$ cat config.mk
export PLATFORM = sky130hd
export DESIGN_NAME = shift_reg_ctrl
export DESIGN_NICKNAME = d
export VERILOG_FILES = /design/src/rtl/shift_reg_ctrl.sv
export SDC_FILE = /design/constraint.sdc
export NUM_CORES = 1
export LEC_CHECK = 0
export CORE_UTILIZATION = 47
export CTS_CLUSTER_DIAMETER = 100
export DETAILED_ROUTE_END_ITERATION = 7
export HOLD_SLACK_MARGIN = 0.03
export PLACE_DENSITY = 0.79
export SYNTH_ARGS = -nofsm -noshare
export SYNTH_HDL_FRONTEND = slang
export SYNTH_SLANG_ARGS = --single-unit
export TNS_END_PERCENT = 5
$ cat constraint.sdc
create_clock -name clk -period 2.22 [get_ports clk]
set_clock_uncertainty 0.05 [all_clocks]
set_input_delay 0.333 -clock clk [delete_from_list [all_inputs] [get_ports clk]]
set_output_delay 0.333 -clock clk [all_outputs]
set_load 0.03 [all_outputs]
$ cat src/rtl/shift_reg_ctrl.sv
// shift_reg_ctrl: host sequencer for a LENGTH-deep shift register (WRITE_VEC/READ_VEC/LOAD/UPLOAD).
// Optional wr_last framing check is enabled with SHIFT_REG_CTRL_LAST_CHECK_EN.
module shift_reg_ctrl #(
  parameter int DATA_WIDTH = 8,
  parameter int LENGTH     = 4
) (
  input  logic                         clk,
  input  logic                         reset_n,
  input  logic                         cmd_valid,
  output logic                         cmd_ready,
  input  logic [1:0]                   cmd_op,
  input  logic                         wr_valid,
  output logic                         wr_ready,
  input  logic signed [DATA_WIDTH-1:0] wr_data,
  output logic                         rd_valid,
  input  logic                         rd_ready,
  output logic signed [DATA_WIDTH-1:0] rd_data,
  output logic                         rd_last,
  output logic                         done,
  output logic [1:0]                   sr_ctrl_code,
  output logic signed [DATA_WIDTH-1:0] sr_data_write,
  input  logic signed [DATA_WIDTH-1:0] sr_data_read
`ifdef SHIFT_REG_CTRL_LAST_CHECK_EN
  ,
  input  logic                         wr_last,
  output logic                         err_last
`endif
);
  localparam int CW = $clog2(LENGTH + 1);
  localparam logic [CW-1:0] LAST = CW'(LENGTH - 1);
  typedef enum logic [2:0] {S_IDLE, S_WRITE, S_READ, S_DRAIN, S_SINGLE} state_t;
  state_t r_state, w_next;
  logic [CW-1:0] r_wr_cnt, r_rd_cnt;
  logic [1:0] r_op, r_count, w_eff;
  logic r_in_flight, r_if_last, r_done;
  logic signed [DATA_WIDTH-1:0] r_buf_data [2];
  logic [1:0] r_buf_last;
  logic w_cmd_acc, w_wr_acc, w_issue, w_pop, w_slot;
  assign w_cmd_acc = reset_n && cmd_valid && r_state == S_IDLE;
  assign w_wr_acc  = reset_n && wr_valid && r_state == S_WRITE;
  assign w_pop     = rd_valid && rd_ready;
  // Occupancy after this cycle's pop plus the read already in flight; keeps 1 word/cycle.
  assign w_eff     = r_count - 2'(w_pop) + 2'(r_in_flight);
  assign w_issue   = reset_n && r_state == S_READ && w_eff < 2'd2;
  assign w_slot    = (r_count - 2'(w_pop)) != 2'd0;
  assign rd_valid  = r_count != 2'd0;
  assign rd_data   = r_buf_data[0];
  assign rd_last   = rd_valid && r_buf_last[0];
  assign done      = r_done;
  always_ff @(posedge clk)
    r_state <= !reset_n ? S_IDLE : w_next;
  always_comb begin
    w_next = r_state;
    case (r_state)
      S_IDLE:  if (w_cmd_acc) w_next = cmd_op == 2'd0 ? S_WRITE : cmd_op == 2'd1 ? S_READ : S_SINGLE;
      S_WRITE: if (w_wr_acc && r_wr_cnt == LAST) w_next = S_IDLE;
      S_READ:  if (w_issue && r_rd_cnt == LAST) w_next = S_DRAIN;
      S_DRAIN: if (r_count == 2'd0 && !r_in_flight) w_next = S_IDLE;
      default: w_next = S_IDLE;
    endcase
  end
  always_comb begin
    cmd_ready     = reset_n && r_state == S_IDLE;
    wr_ready      = reset_n && r_state == S_WRITE;
    sr_ctrl_code  = w_wr_acc ? 2'd2 : w_issue ? 2'd3
                  : (reset_n && r_state == S_SINGLE && r_op == 2'd2) ? 2'd1 : 2'd0;
    sr_data_write = w_wr_acc ? wr_data : '0;
  end
  always_ff @(posedge clk) begin
    if (!reset_n) begin
      r_wr_cnt      <= '0;
      r_rd_cnt      <= '0;
      r_op          <= '0;
      r_count       <= '0;
      r_in_flight   <= 1'b0;
      r_if_last     <= 1'b0;
      r_done        <= 1'b0;
      r_buf_data[0] <= '0;
      r_buf_data[1] <= '0;
      r_buf_last    <= '0;
    end else begin
      r_done      <= r_state != S_IDLE && w_next == S_IDLE;
      r_in_flight <= w_issue;
      r_if_last   <= w_issue && r_rd_cnt == LAST;
      r_count     <= r_count + 2'(r_in_flight) - 2'(w_pop);
      if (w_cmd_acc) begin
        r_op     <= cmd_op;
        r_wr_cnt <= '0;
        r_rd_cnt <= '0;
      end
      if (w_wr_acc) r_wr_cnt <= r_wr_cnt + 1'b1;
      if (w_issue) r_rd_cnt <= r_rd_cnt + 1'b1;
      if (w_pop) begin
        r_buf_data[0] <= r_buf_data[1];
        r_buf_last[0] <= r_buf_last[1];
      end
      // The returning read lands in the first free slot after the pop; later NBA wins.
      if (r_in_flight) begin
        r_buf_data[w_slot] <= sr_data_read;
        r_buf_last[w_slot] <= r_if_last;
      end
    end
  end
`ifdef SHIFT_REG_CTRL_LAST_CHECK_EN
  logic r_err_last;
  assign err_last = r_err_last;
  always_ff @(posedge clk) begin
    if (!reset_n) r_err_last <= 1'b0;
    else if (w_wr_acc && (wr_last != (r_wr_cnt == LAST))) r_err_last <= 1'b1;
  end
`endif
endmodule

==> flow_summary.toml <==
[status]
status = "complete, no violations"

[clock_network]
clk_pin_slew_worst_paths_ns = 0.11
cts_tree = "built"
clk_latency_ns = 0.35
clock_path_buffers = 2
ctsHoldBuffers = 0
cts.htree.levels = 2
clkSinkCount = 34
post_cts_buffers = 0
clockRootBuffer = "clkbuf_4"
cts_buffers = 5

[setup_path]
crit_required_ns = 1.84
cp_max_fo = 11
crit_family = "buffers and inverters"
worstPathCellList = "clkdlybuf4s50_1 -> and4bb_2 -> nand2_1 -> nand2_1 -> buf_4"
critPathBufInv = 2
max_stage_delay_ns = 0.62
crit_top_cell = "nand2_1"
startpoint_type = "input port"
reg2reg_from = "r_count[0]"
crit_arrival_ns = 1.77
critPathKind = "in2out"
cp_slowest_cell = "clkdlybuf4s50_1"
rr_worst_depth = 2
worstSetupEndpointType = "output port"
crit_path_start = "reset_n"
rr_endpoint = "r_buf_data[0][6]"
rrSetupSlack_ns = 0.43

[layout]
final_cells = 249
nFillCells = 285
fin_nets = 230
drive_gt1_share_pct = 19.21
n_antenna_cell = 0
syn_to_final_growth_pct = 38.36
final_util_pct = 67.49

[timing]
period_needed_ns = 2.154
rsz0062_at_grt = "true"
max_freq_ghz = 0.4642
slew_violations = 0
slew_headroom_pct = 50.40
finalCritPeriodShare_pct = 97.04
hold_slack_ns = 0.4121
hold_viol_final = 0
finalSetupViolCount = 0
tightest_slew_ns = 0.7407

[yosys]
synth_top_family_by_area = "simple AND/OR/NAND/NOR gates"
synth_compound_gate_area_share_pct = 14.91
synth-simple-area-share_pct = 22.98
synthFlopType = "dfxtp_1"
synth-edff-count = 16
synth_nets = 175
syn_area_um2 = 1628
syn_inst = 147
synth_fa_ha_area_share_pct = 3.843
synthDistinctLibCells = 39
ys_warn_count = 0
synth-xor-area-share_pct = 1.076
synthArstFlopShare_pct = 0
ys_seq_area_share_pct = 51.65
avgSynthCellArea_um2 = 11.07
synth_mux_area_share_pct = 2.152
yosys_register_bits = 34

[power]
ir_worst_vdd_mv = 0.8478
p_per_area_nw_per_um2 = 682.1
p_leak_nw = 0.9675

[drt]
drc = 0
dr.first_iter.drc_count = 59
wl_per_cell_um = 14.09
ant_nets = 0
dr.pass1.iters = 4
viasPerCell = 5.418
wl_um = 3508
num_vias = 1349

[die]
die_w_um = 60.85
initial_core_util_pct = 48.78
core.rowCount = 21
die-height_um = 60.85
fp.coreArea_um2 = 3337
dieArea_um2 = 3703
io_pins = 46

[global_route]
antenna_found_initial = 0
grt_overflow_total = 0
first_global_vias = 1291
grt_pass1_wl_um = 5651
grt_usage_pct = 21.26
grt_max_degree = 13

[hold_path]
hold_start = "r_op[1]"
min_path_cells = 2
holdPathEnd = "r_op[1]"
min_path_type = "reg2reg"

[place]
dp.cells = 241
globalplace.congestion = 0.7944
dpl.hpwl_um = 2656
port_buffers = 45

[job]
drv_cap = 0
==> report_power, final <==
| group | internal, mW | switching, mW | total [mW] |
|---|---|---|---|
| Combinational | 0.117 | 0.129 | 0.245 |
| Sequential | 0.689 | 0.0240 | 0.713 |
| Clock | 0.352 | 0.226 | 0.578 |
==> kinds of logic after synthesis <==
family	after synthesis
mux	3
buf+inv	14
fa+ha+maj	5
xor+xnor	2
compound gates	32
flops	34
simple gates	57
==> registers in the layout, summed over array words and instances, names as in the netlist <==
| signal | cells |
|---|---|
| r_buf_data | 16 |
| r_rd_cnt | 3 |
| r_state | 3 |
| r_wr_cnt | 3 |
| r_buf_last | 2 |
| r_count | 2 |
| r_op | 2 |
| done | 1 |
| r_if_last | 1 |
| r_in_flight | 1 |
==> Yosys cell counts (2+ instances only) <==
cell type   n  area share (%)
a21oi_1     8             2.5
inv_1       9             2.1
and3_1     11             4.2
nor3_2      2             1.2
nor4bb_1    2             1.2
mux2i_1     2             1.2
nand3_1     7             2.2
and2_1     10             3.8
ha_1        5             3.8
o211ai_1    3             1.4
nand2b_1    2            0.77
edfxtp_1   16              30
nor3_1      2            0.61
nand2_1     6             1.4
buf_2       2            0.61
clkbuf_1    3            0.69
a22o_1      9             4.8
o21a_1      2            0.92
o21ai_0     5             1.5
dfxtp_1    18              22
nor2_1      5             1.2
==> layer usage <==
metal | part of all wire, % | up-vias | GRT usage [%]
li1 | - | 661 | -
met1 | 39 | 649 | 23.48
met2 | 55 | 32 | 37.83
met3 | 3.6 | 7 | 4.691
met4 | 1.7 | 0 | 11.69
met5 | 0 | - | 0
==> final cells by class <==
class,count,area [um2],share of cell area [%]
flip-flops and latches,34,843.3,37.44
clock buffers,5,37.54,1.667
multi-input cells,99,732.0,32.50
clock inverters,3,68.82,3.056
inverters,9,33.78,1.500
well taps,46,57.56,2.556
repair buffers,53,479.2,21.28
==> cell usage in the layout (no fill, tap or decap), drive strengths merged, types with 2 or more instances in the layout <==
cell and instances:
a21oi 8, a22o 9, and2 10, and3 11, buf 20, bufinv 2, clkbuf 5, clkdlybuf4s50 32
dfxtp 18, edfxtp 16, ha 5, inv 9, mux2i 2, nand2 7, nand2b 2, nand3 8
nor2 5, nor3 4, nor4bb 2, o211ai 3, o21a 2, o21ai 5
==> what timing repair did <==
action | 4_1_cts | 5_1_grt
cloned | 0 | 0
setup endpoints to repair | 1 | 2
gates resized for setup | 1 | 2
==> how the worst max path moves through the flow <==
stage | to | cells after the start
floorplan | sr_data_write[0] | 3
global placement | sr_ctrl_code[1] | 5
CTS | sr_ctrl_code[0] | 5
detailed placement | r_rd_cnt[1] | 5
finish | sr_ctrl_code[1] | 5
global route | sr_ctrl_code[1] | 5
==> stage by stage <==
step	total power, mW	setup TNS, ns	worst slack, ns	area, um2
after floorplan	0.8499	0	0.3133	1628
after global placement	0.9635	0	0.1421	2145
after detailed placement	0.9722	0	0.07306	2145
after CTS	1.544	0	0.04216	2250
after global routing	1.586	-0.007426	-0.007426	2252
final	1.536	0	0.06560	2252
==> worst reg2reg max path, stage by stage (launching register included) <==
cell and delay (ns):
dfxtp_1 0.40, or2_2 0.37, o211ai_1 0.62
Note: power is estimated with default switching activity, not from simulation.
